**src/rtl/vga_timing_generator_if.sv**
```systemverilog
// Raster timing bus between the VGA timing generator and its pixel-fetch/DAC consumers.
// Optional line-compare interrupt signals are present only with VGA_TIMING_LINE_IRQ_EN.
interface vga_timing_generator_if;
   logic        pixel_en;
   logic        hsync;
   logic        vsync;
   logic        display_en;
   logic [10:0] x;
   logic [9:0]  y;
   logic        line_start;
   logic        frame_start;
`ifdef VGA_TIMING_LINE_IRQ_EN
   logic [9:0]  line_cmp;
   logic        irq_ack;
   logic        line_irq;
`endif

`ifdef VGA_TIMING_LINE_IRQ_EN
   modport master (
      input  pixel_en, line_cmp, irq_ack,
      output hsync, vsync, display_en, x, y, line_start, frame_start, line_irq
   );
   modport slave (
      output pixel_en, line_cmp, irq_ack,
      input  hsync, vsync, display_en, x, y, line_start, frame_start, line_irq
   );
`else
   modport master (
      input  pixel_en,
      output hsync, vsync, display_en, x, y, line_start, frame_start
   );
   modport slave (
      output pixel_en,
      input  hsync, vsync, display_en, x, y, line_start, frame_start
   );
`endif
endinterface

```
**src/rtl/vga_timing_generator.sv**
```systemverilog
// Raster timing generator: advances pixel/line counters on the pixel strobe and
// produces registered sync, display enable, coordinates and line/frame strobes.
// Optional feature macro: VGA_TIMING_LINE_IRQ_EN (sticky line-compare interrupt).
module vga_timing_generator #(
   parameter int unsigned H_ACTIVE  = 640,
   parameter int unsigned H_FP      = 16,
   parameter int unsigned H_SYNC    = 96,
   parameter int unsigned H_BP      = 48,
   parameter int unsigned V_ACTIVE  = 480,
   parameter int unsigned V_FP      = 10,
   parameter int unsigned V_SYNC    = 2,
   parameter int unsigned V_BP      = 33,
   parameter bit          HSYNC_POL = 1'b0,
   parameter bit          VSYNC_POL = 1'b0
) (
   input  logic                   clkin,
   input  logic                   reset,
   vga_timing_generator_if.master bus
);

   localparam int unsigned HW      = 11;
   localparam int unsigned VW      = 10;
   localparam int unsigned H_TOTAL = H_ACTIVE + H_FP + H_SYNC + H_BP;
   localparam int unsigned V_TOTAL = V_ACTIVE + V_FP + V_SYNC + V_BP;

   localparam logic [HW-1:0] H_LAST   = HW'(H_TOTAL - 1);
   localparam logic [VW-1:0] V_LAST   = VW'(V_TOTAL - 1);
   localparam logic [HW-1:0] H_ACT    = HW'(H_ACTIVE);
   localparam logic [VW-1:0] V_ACT    = VW'(V_ACTIVE);
   localparam logic [HW-1:0] HS_START = HW'(H_ACTIVE + H_FP);
   localparam logic [HW-1:0] HS_END   = HW'(H_ACTIVE + H_FP + H_SYNC);
   localparam logic [VW-1:0] VS_START = VW'(V_ACTIVE + V_FP);
   localparam logic [VW-1:0] VS_END   = VW'(V_ACTIVE + V_FP + V_SYNC);

   logic [HW-1:0] h_cnt, h_nxt;
   logic [VW-1:0] v_cnt, v_nxt;
   logic          line_wrap;
   logic          hsync_nxt, vsync_nxt, de_nxt;
   logic          hsync_q, vsync_q, de_q, line_start_q, frame_start_q;

   // Next counter values; a horizontal wrap also steps the line counter.
   always_comb begin
      h_nxt     = h_cnt;
      v_nxt     = v_cnt;
      line_wrap = 1'b0;
      if (bus.pixel_en) begin
         if (h_cnt == H_LAST) begin
            h_nxt     = '0;
            line_wrap = 1'b1;
            v_nxt     = (v_cnt == V_LAST) ? '0 : v_cnt + VW'(1);
         end else begin
            h_nxt = h_cnt + HW'(1);
         end
      end
   end

   // Level outputs decoded from the next counter values so they align with x/y.
   always_comb begin
      hsync_nxt = ~HSYNC_POL;
      vsync_nxt = ~VSYNC_POL;
      de_nxt    = 1'b0;
      if (h_nxt >= HS_START && h_nxt < HS_END) hsync_nxt = HSYNC_POL;
      if (v_nxt >= VS_START && v_nxt < VS_END) vsync_nxt = VSYNC_POL;
      if (h_nxt < H_ACT && v_nxt < V_ACT)      de_nxt    = 1'b1;
   end

   // Counter and output registers; strobes are single-cycle by construction.
   always_ff @(posedge clkin) begin
      if (reset) begin
         h_cnt         <= H_LAST;
         v_cnt         <= V_LAST;
         hsync_q       <= ~HSYNC_POL;
         vsync_q       <= ~VSYNC_POL;
         de_q          <= 1'b0;
         line_start_q  <= 1'b0;
         frame_start_q <= 1'b0;
      end else begin
         h_cnt         <= h_nxt;
         v_cnt         <= v_nxt;
         hsync_q       <= hsync_nxt;
         vsync_q       <= vsync_nxt;
         de_q          <= de_nxt;
         line_start_q  <= line_wrap;
         frame_start_q <= line_wrap && (v_nxt == '0);
      end
   end

   assign bus.x           = h_cnt;
   assign bus.y           = v_cnt;
   assign bus.hsync       = hsync_q;
   assign bus.vsync       = vsync_q;
   assign bus.display_en  = de_q;
   assign bus.line_start  = line_start_q;
   assign bus.frame_start = frame_start_q;

`ifdef VGA_TIMING_LINE_IRQ_EN
   logic line_irq_q;
   logic irq_set;

   // Compare against the line being entered; out-of-range compare values never match.
   assign irq_set = line_wrap && (v_nxt == bus.line_cmp);

   // Sticky interrupt flag: a new match takes priority over acknowledge.
   always_ff @(posedge clkin) begin
      if (reset) begin
         line_irq_q <= 1'b0;
      end else if (irq_set) begin
         line_irq_q <= 1'b1;
      end else if (bus.irq_ack) begin
         line_irq_q <= 1'b0;
      end
   end

   assign bus.line_irq = line_irq_q;
`endif

endmodule
```
**src/flat_wrapper.sv**
```systemverilog
// flat-port wrapper written by rule: the top's interface ports become plain ports
module vga_timing_generator_flat 
#(
   parameter int unsigned H_ACTIVE  = 640,
   parameter int unsigned H_FP      = 16,
   parameter int unsigned H_SYNC    = 96,
   parameter int unsigned H_BP      = 48,
   parameter int unsigned V_ACTIVE  = 480,
   parameter int unsigned V_FP      = 10,
   parameter int unsigned V_SYNC    = 2,
   parameter int unsigned V_BP      = 33,
   parameter bit          HSYNC_POL = 1'b0,
   parameter bit          VSYNC_POL = 1'b0
)
  (clkin, reset, bus_pixel_en, bus_hsync, bus_vsync, bus_display_en, bus_x, bus_y, bus_line_start, bus_frame_start);
  vga_timing_generator_if bus_i ();
  input  logic clkin;
  input  logic reset;
  input wire logic [$bits(bus_i.pixel_en)-1:0] bus_pixel_en;
  output wire logic [$bits(bus_i.hsync)-1:0] bus_hsync;
  output wire logic [$bits(bus_i.vsync)-1:0] bus_vsync;
  output wire logic [$bits(bus_i.display_en)-1:0] bus_display_en;
  output wire logic [$bits(bus_i.x)-1:0] bus_x;
  output wire logic [$bits(bus_i.y)-1:0] bus_y;
  output wire logic [$bits(bus_i.line_start)-1:0] bus_line_start;
  output wire logic [$bits(bus_i.frame_start)-1:0] bus_frame_start;
  assign bus_i.pixel_en = bus_pixel_en;
  assign bus_hsync = bus_i.hsync;
  assign bus_vsync = bus_i.vsync;
  assign bus_display_en = bus_i.display_en;
  assign bus_x = bus_i.x;
  assign bus_y = bus_i.y;
  assign bus_line_start = bus_i.line_start;
  assign bus_frame_start = bus_i.frame_start;
  vga_timing_generator #(.H_ACTIVE(H_ACTIVE), .H_FP(H_FP), .H_SYNC(H_SYNC), .H_BP(H_BP), .V_ACTIVE(V_ACTIVE), .V_FP(V_FP), .V_SYNC(V_SYNC), .V_BP(V_BP), .HSYNC_POL(HSYNC_POL), .VSYNC_POL(VSYNC_POL)) u_core (.clkin(clkin), .reset(reset), .bus(bus_i));
endmodule
```
**config.mk**
```make
export PLATFORM = sky130hd
export DESIGN_NAME = vga_timing_generator_flat
export DESIGN_NICKNAME = d
export VERILOG_FILES = /design/src/rtl/vga_timing_generator_if.sv /design/src/rtl/vga_timing_generator.sv /design/src/flat_wrapper.sv
export SDC_FILE = /design/constraint.sdc
export NUM_CORES = 1
export LEC_CHECK = 0
export CORE_MARGIN = 3
export CORE_UTILIZATION = 51
export DETAILED_ROUTE_END_ITERATION = 16
export PLACE_DENSITY = 0.81
export SYNTH_ARGS = -nofsm -noshare
export SYNTH_HDL_FRONTEND = slang
export SYNTH_SLANG_ARGS = --single-unit
export TNS_END_PERCENT = 1
```
**constraint.sdc**
```tcl
create_clock -name clkin -period 2.64 [get_ports clkin]
set_input_delay 0.264 -clock clkin [delete_from_list [all_inputs] [get_ports clkin]]
set_output_delay 0.264 -clock clkin [all_outputs]
set_load 0.005 [all_outputs]
```
==> results of run 1 <==
==> worst max-delay path, stage by stage, from the launching register on <==
cell and delay (ns):
dfxtp_1 0.41, or4b_4 0.60, nor4_1 0.37, mux2_2 0.41, a211oi_2 0.27, nand4_1 0.11
nor3_1 0.21
==> flip-flops by register name, summed over array words and instances, names as in the netlist <==
name and flops:
u_core.bus.x 11, u_core.bus.y 10, u_core.bus.display_en 1, u_core.bus.frame_start 1, u_core.bus.hsync 1, u_core.bus.line_start 1, u_core.bus.vsync 1
==> per-stage QoR <==
step           hold slack, ns  setup WS, ns  power, uW
2_1_floorplan           0.354         0.504        724
3_3_place_gp            0.514         0.232        848
3_5_place_dp            0.532         0.152        859
4_1_cts                 0.549         0.199       1020
5_1_grt                 0.558        0.0236       1090
6_report                0.548         0.179       1030
==> layout by cell type (no fill, tap or decap), types with 3 or more instances in the layout <==
cell,synthesis,layout
nor3_1,8,8
and3_1,3,3
clkbuf_4,0,3
nand2_1,21,21
nor2b_1,6,6
xor2_1,5,5
ha_1,3,3
a21oi_1,8,8
nand3_1,10,10
dfxtp_1,26,26
and2_1,3,3
buf_4,2,6
o21ai_0,4,4
xnor2_1,6,6
nor4_1,3,3
clkdlybuf4s50_1,0,28
nor2_1,15,15
inv_1,5,5
nand4_1,8,8
==> final timing paths <==
| kind | from | end | slack [ns] | depth (start not counted) |
|---|---|---|---|---|
| worst min register to register | u_core.bus.y[1] | u_core.bus.y[1] | 0.55 | 2 |
| worst max register to register | u_core.bus.x[5] | u_core.bus.frame_start | 0.18 | 6 |
| worst min-delay path | u_core.bus.y[1] | u_core.bus.y[1] | 0.55 | 2 |
| worst max-delay path | u_core.bus.x[5] | u_core.bus.frame_start | 0.18 | 6 |
==> power breakdown <==
part / switching (uW) / internal (uW) / total, uW
sequential: 50.2 / 422 / 473
clock: 116 / 53.7 / 170
combinational: 201 / 186 / 386
total: 367 / 662 / 1030
==> cell type report <==
class,instances,area (um2)
flip-flops and latches,26,520
repair buffers,34,325
well taps,31,38.8
clock buffers,3,22.5
fillers,238,946
inverters,5,18.8
multi-input cells,140,910
==> routing by layer <==
metal | wire [um] | vias up
met5 | 0 | -
met4 | 100 | 0
met3 | 346 | 13
met2 | 1820 | 85
met1 | 1600 | 686
li1 | - | 707
==> cell families (layout without fill, tap and decap cells) <==
| family | Yosys count | count (layout) | share of synthesized area (%) |
|---|---|---|---|
| AOI/OAI and AO/OA | 30 | 30 | 13.9 |
| xor gates and xnor gates | 11 | 11 | 6.43 |
| adders and majority gates | 3 | 3 | 2.50 |
| and+or+nand+nor | 93 | 93 | 35.7 |
| buffers and inverters | 12 | 42 | 4.59 |
| DFF | 26 | 26 | 34.7 |
| muxes | 3 | 3 | 2.17 |
==> impl_metrics.tcl, run 1 <==
set metrics [dict create \
    outcome "completed" \
    drt-pass1-iter-count 4 \
    drcViolationCount 0 \
    cts.sinks 26 \
    core_area_um2 2780 \
    yosysMostFrequentCell "dfxtp_1" \
    ir_worst_vdd_v 0.000455 \
    use_met1_pct 30.9 \
    path_class "register to register" \
    clock.fmax_mhz 406 \
    instances_no_fill 239 \
    antenna_cells 0 \
    tns_ns 0 \
    dp_hpwl_um 2880 \
    gp_congestion 0.898 \
    final_area_um2 1840 \
    finish.utilization_pct 66.0 \
    clk_transition_reported_paths_ns 0.13 \
    synth_warnings 0 \
    synth_top_area_share_pct 34.7 \
    p_leak_uw 0.000713 \
    cts-root-buf "clkbuf_4" \
    grt_max_degree 23 \
    grt_pass1_wl_um 6600 \
    postRouteAntennaNets 0 \
    htree_num_levels 1 \
    gr-total-overflow 0 \
    relSlewSlack_pct 66.7 \
    syn_nets 184 \
    clk-insertion-delay-late_ns 0.33 \
    nNetsFinal 216 \
    io_buffer_count 28 \
    start_kind "register" \
    post_cts_buffers 0 \
    rsz0062_at_grt "false" \
    yosys.area.top_type "dfxtp_1" \
    die_w_um 60.2 \
    cap_violations 0 \
    cts_resized 0 \
    grtUsageTotal_pct 23.8 \
    syn_area_um2 1500 \
    crit_path_end_kind "register" \
    place_inst 236 \
    required_ns 2.90 \
    ys_seq_area_share_pct 34.7 \
    vias 1491 \
    drt_iter0_markers 68 \
    grtUsageMet3_pct 4.75 \
    initial_core_util_pct 53.9 \
    wirelength_um 3870 \
    numCtsBuffers 3 \
    period_share_pct 93.2 \
    power_density_nw_per_um2 560 \
    synth_edf_count 0 \
    place_area_um2 1810 \
    syn_inst 178 \
    synth_common_cells "dfxtp_1, nand2_1, nor2_1, nand3_1" \
    area_growth_pct 22.5 \
    fin_worst_skew_ns 0.000921 \
    die_h_um 60.2 \
    cts_tree "done" \
    rows 19 \
    async_flop_share_pct 0 \
    final_layout_size_suffix_gt1_share_pct 12.0 \
    finalSetupViolations 0 \
    top_usage_layer "met2" \
    worstPathArrival_ns 2.72 \
    cts_hold_buf 0 \
    synth.area.top_cells "dfxtp_1, nand2_1, nor2_1" \
    synth.distinct_cells 47 \
    synth_ff_type "dfxtp_1" \
    slew_violations 0 \
    crit_fanout 8 \
    use_met2_pct 36.4 \
    wl_per_cell_um 16.2 \
    period_needed_ns 2.46 \
    tightest_slew_ns 0.495 \
    hold_viol 0 \
    io_pins 29 \
    ys_ff_latch 26 \
    antenna_found_initial 0 \
    postSynthAreaPerCell_um2 8.42 \
    grt_pass1_vias 1512 \
    vias_per_cell 6.24 \
    hold_class "register to register" \
    die_area_um2 3630 \
    clockBufferDepth 2 \
]
Power figures use the tool's default switching activity.
==> run 2: changes to the inputs <==
CORE_UTILIZATION = 55   (was 51)
PLACE_DENSITY = default   (was 0.81)
PLACE_DENSITY_LB_ADDON = 0.05   (was default)
clock period = 3.15 ns   (was 2.64 ns; I/O delays follow)
==> run 2 against run 1 <==
Fmax down 3.6%. Non-clock buffer count down 4. Clock skew up 0.00052 ns. Register-to-register slack better by 0.42 ns. Cell count down 1.7%. Cell area about the same. Power down 8.7%. Utilization up 6.1 points. Via count down 2.6%. Critical path type unchanged. Highest routed layer unchanged.
==> impl_metrics.tcl, run 2 (synthesized netlist as in run 1, its figures left out) <==
set metrics [dict create \
    relSlewSlack_pct 61.8 \
    path_cells "or4b_4 -> nor4_1 -> mux2_2 -> a211oi_2 -> nand4_1 -> nor3_1" \
    tightest_slew_ns 0.569 \
    largest_reg_flops 11 \
    drcViolationCount 0 \
    clock.fmax_mhz 392 \
    mostFrequentLayoutCell "clkdlybuf4s50_1" \
    clk_transition_reported_paths_ns 0.15 \
    instances_no_fill 235 \
    gp_congestion 0.869 \
    numCtsBuffers 3 \
    place_area_um2 1780 \
    wl_per_cell_um 15.2 \
    core_area_um2 2540 \
    vias_per_cell 6.18 \
    cts_hold_buf 0 \
    cts-root-buf "clkbuf_4" \
    drt_iter0_markers 73 \
    hold_viol 0 \
    fin_worst_skew_ns 0.00144 \
    gr-total-overflow 0 \
    cts_resized 0 \
    die_area_um2 3390 \
    area_growth_pct 22.4 \
    grt_max_degree 23 \
    clk-insertion-delay-late_ns 0.33 \
    worst_path_max_delay_cell "or4b_4" \
    postRouteAntennaNets 0 \
    slew_violations 0 \
    wirelength_um 3580 \
    period_share_pct 81.0 \
    antenna_found_initial 0 \
    path_class "register to register" \
    final_layout_size_suffix_gt1_share_pct 10.7 \
    drt-pass1-iter-count 4 \
    dp_hpwl_um 2660 \
    crit_fanout 10 \
    final_cell_mix "clkdlybuf4s50_1, dfxtp_1, nand2_1" \
    io_pins 29 \
    power_density_nw_per_um2 512 \
    rows 18 \
    grt_pass1_wl_um 6210 \
    initial_core_util_pct 58.9 \
    antenna_cells 0 \
    cap_violations 0 \
    hold_class "register to register" \
    cts.sinks 26 \
    period_needed_ns 2.55 \
    nNetsFinal 212 \
    grtUsageTotal_pct 23.4 \
    die_h_um 58.2 \
    ir_worst_vdd_v 0.000398 \
    grt_pass1_vias 1363 \
    worstPathArrival_ns 2.82 \
    tns_ns 0 \
    finalSetupViolations 0 \
    die_w_um 58.2 \
    cp_slowest_stage_delay_ns 0.54 \
    p_leak_uw 0.000708 \
    rsz0062_at_grt "false" \
    crit_path_end_kind "register" \
    holdWs_ns 0.560 \
    place_inst 231 \
    final_area_um2 1830 \
    outcome "completed" \
    required_ns 3.42 \
    post_cts_buffers 0 \
    start_kind "register" \
    clockBufferDepth 2 \
    vias 1452 \
    io_buffer_count 28 \
    htree_num_levels 1 \
    cts_tree "done" \
    fill_cells 221 \
]
[run 2: path summary, 6_finish.rpt]
| kind | from | endpoint | slack (ns) | depth (start not counted) |
|---|---|---|---|---|
| worst min register to register | u_core.bus.y[1] | u_core.bus.y[1] | 0.56 | 2 |
| worst max register to register | u_core.bus.x[9] | u_core.bus.frame_start | 0.60 | 6 |
| worst min-delay path | u_core.bus.y[1] | u_core.bus.y[1] | 0.56 | 2 |
| worst max-delay path | u_core.bus.x[9] | u_core.bus.frame_start | 0.60 | 6 |
[run 2: final cells by class]
type                       instances  area (um2)  share of cell area [%]
clock buffer                       3        22.5                    1.23
clock inverter                     1        30.0                    1.64
inverter                           5        18.8                    1.02
multi-input combinational        140         910                    49.6
sequential                        26         520                    28.4
tap                               30        37.5                    2.05
timing repair buffer              30         295                    16.1
[run 2: per-stage QoR]
step                      setup slack [ns]  utilization [%]  power (uW)
after floorplan                       1.01                -         607
after global placement               0.593             70.0         697
after detailed placement             0.519             70.0         704
after CTS                            0.616             72.1         936
after global routing                 0.516             72.1         992
final                                0.597             72.1         939
[run 2: routing by layer]
metal | routed length [um] | up-vias | track usage [%] | part of all wire [%]
met2 | 1730 | 50 | 39.0 | 48
met4 | 38 | 0 | 6.62 | 1.1
li1 | - | 698 | - | -
met5 | 0 | - | 0 | 0
met1 | 1610 | 699 | 31.2 | 45
met3 | 198 | 5 | 3.56 | 5.5
[run 2: worst max-delay path: cells and delay by family, from the launching register on]
| kind | cells | cell delay, ns |
|---|---|---|
| AND/OR/NAND/NOR | 4 | 1.29 |
| flip-flops | 1 | 0.53 |
| multiplexers | 1 | 0.43 |
| AO/OA/AOI/OAI | 1 | 0.24 |
[run 2: report_power, final]
| group | total (uW) | internal, uW | switching [uW] |
|---|---|---|---|
| combinational | 299 | 147 | 152 |
| sequential | 402 | 354 | 47.6 |
| clock | 238 | 129 | 109 |
| total | 939 | 630 | 309 |
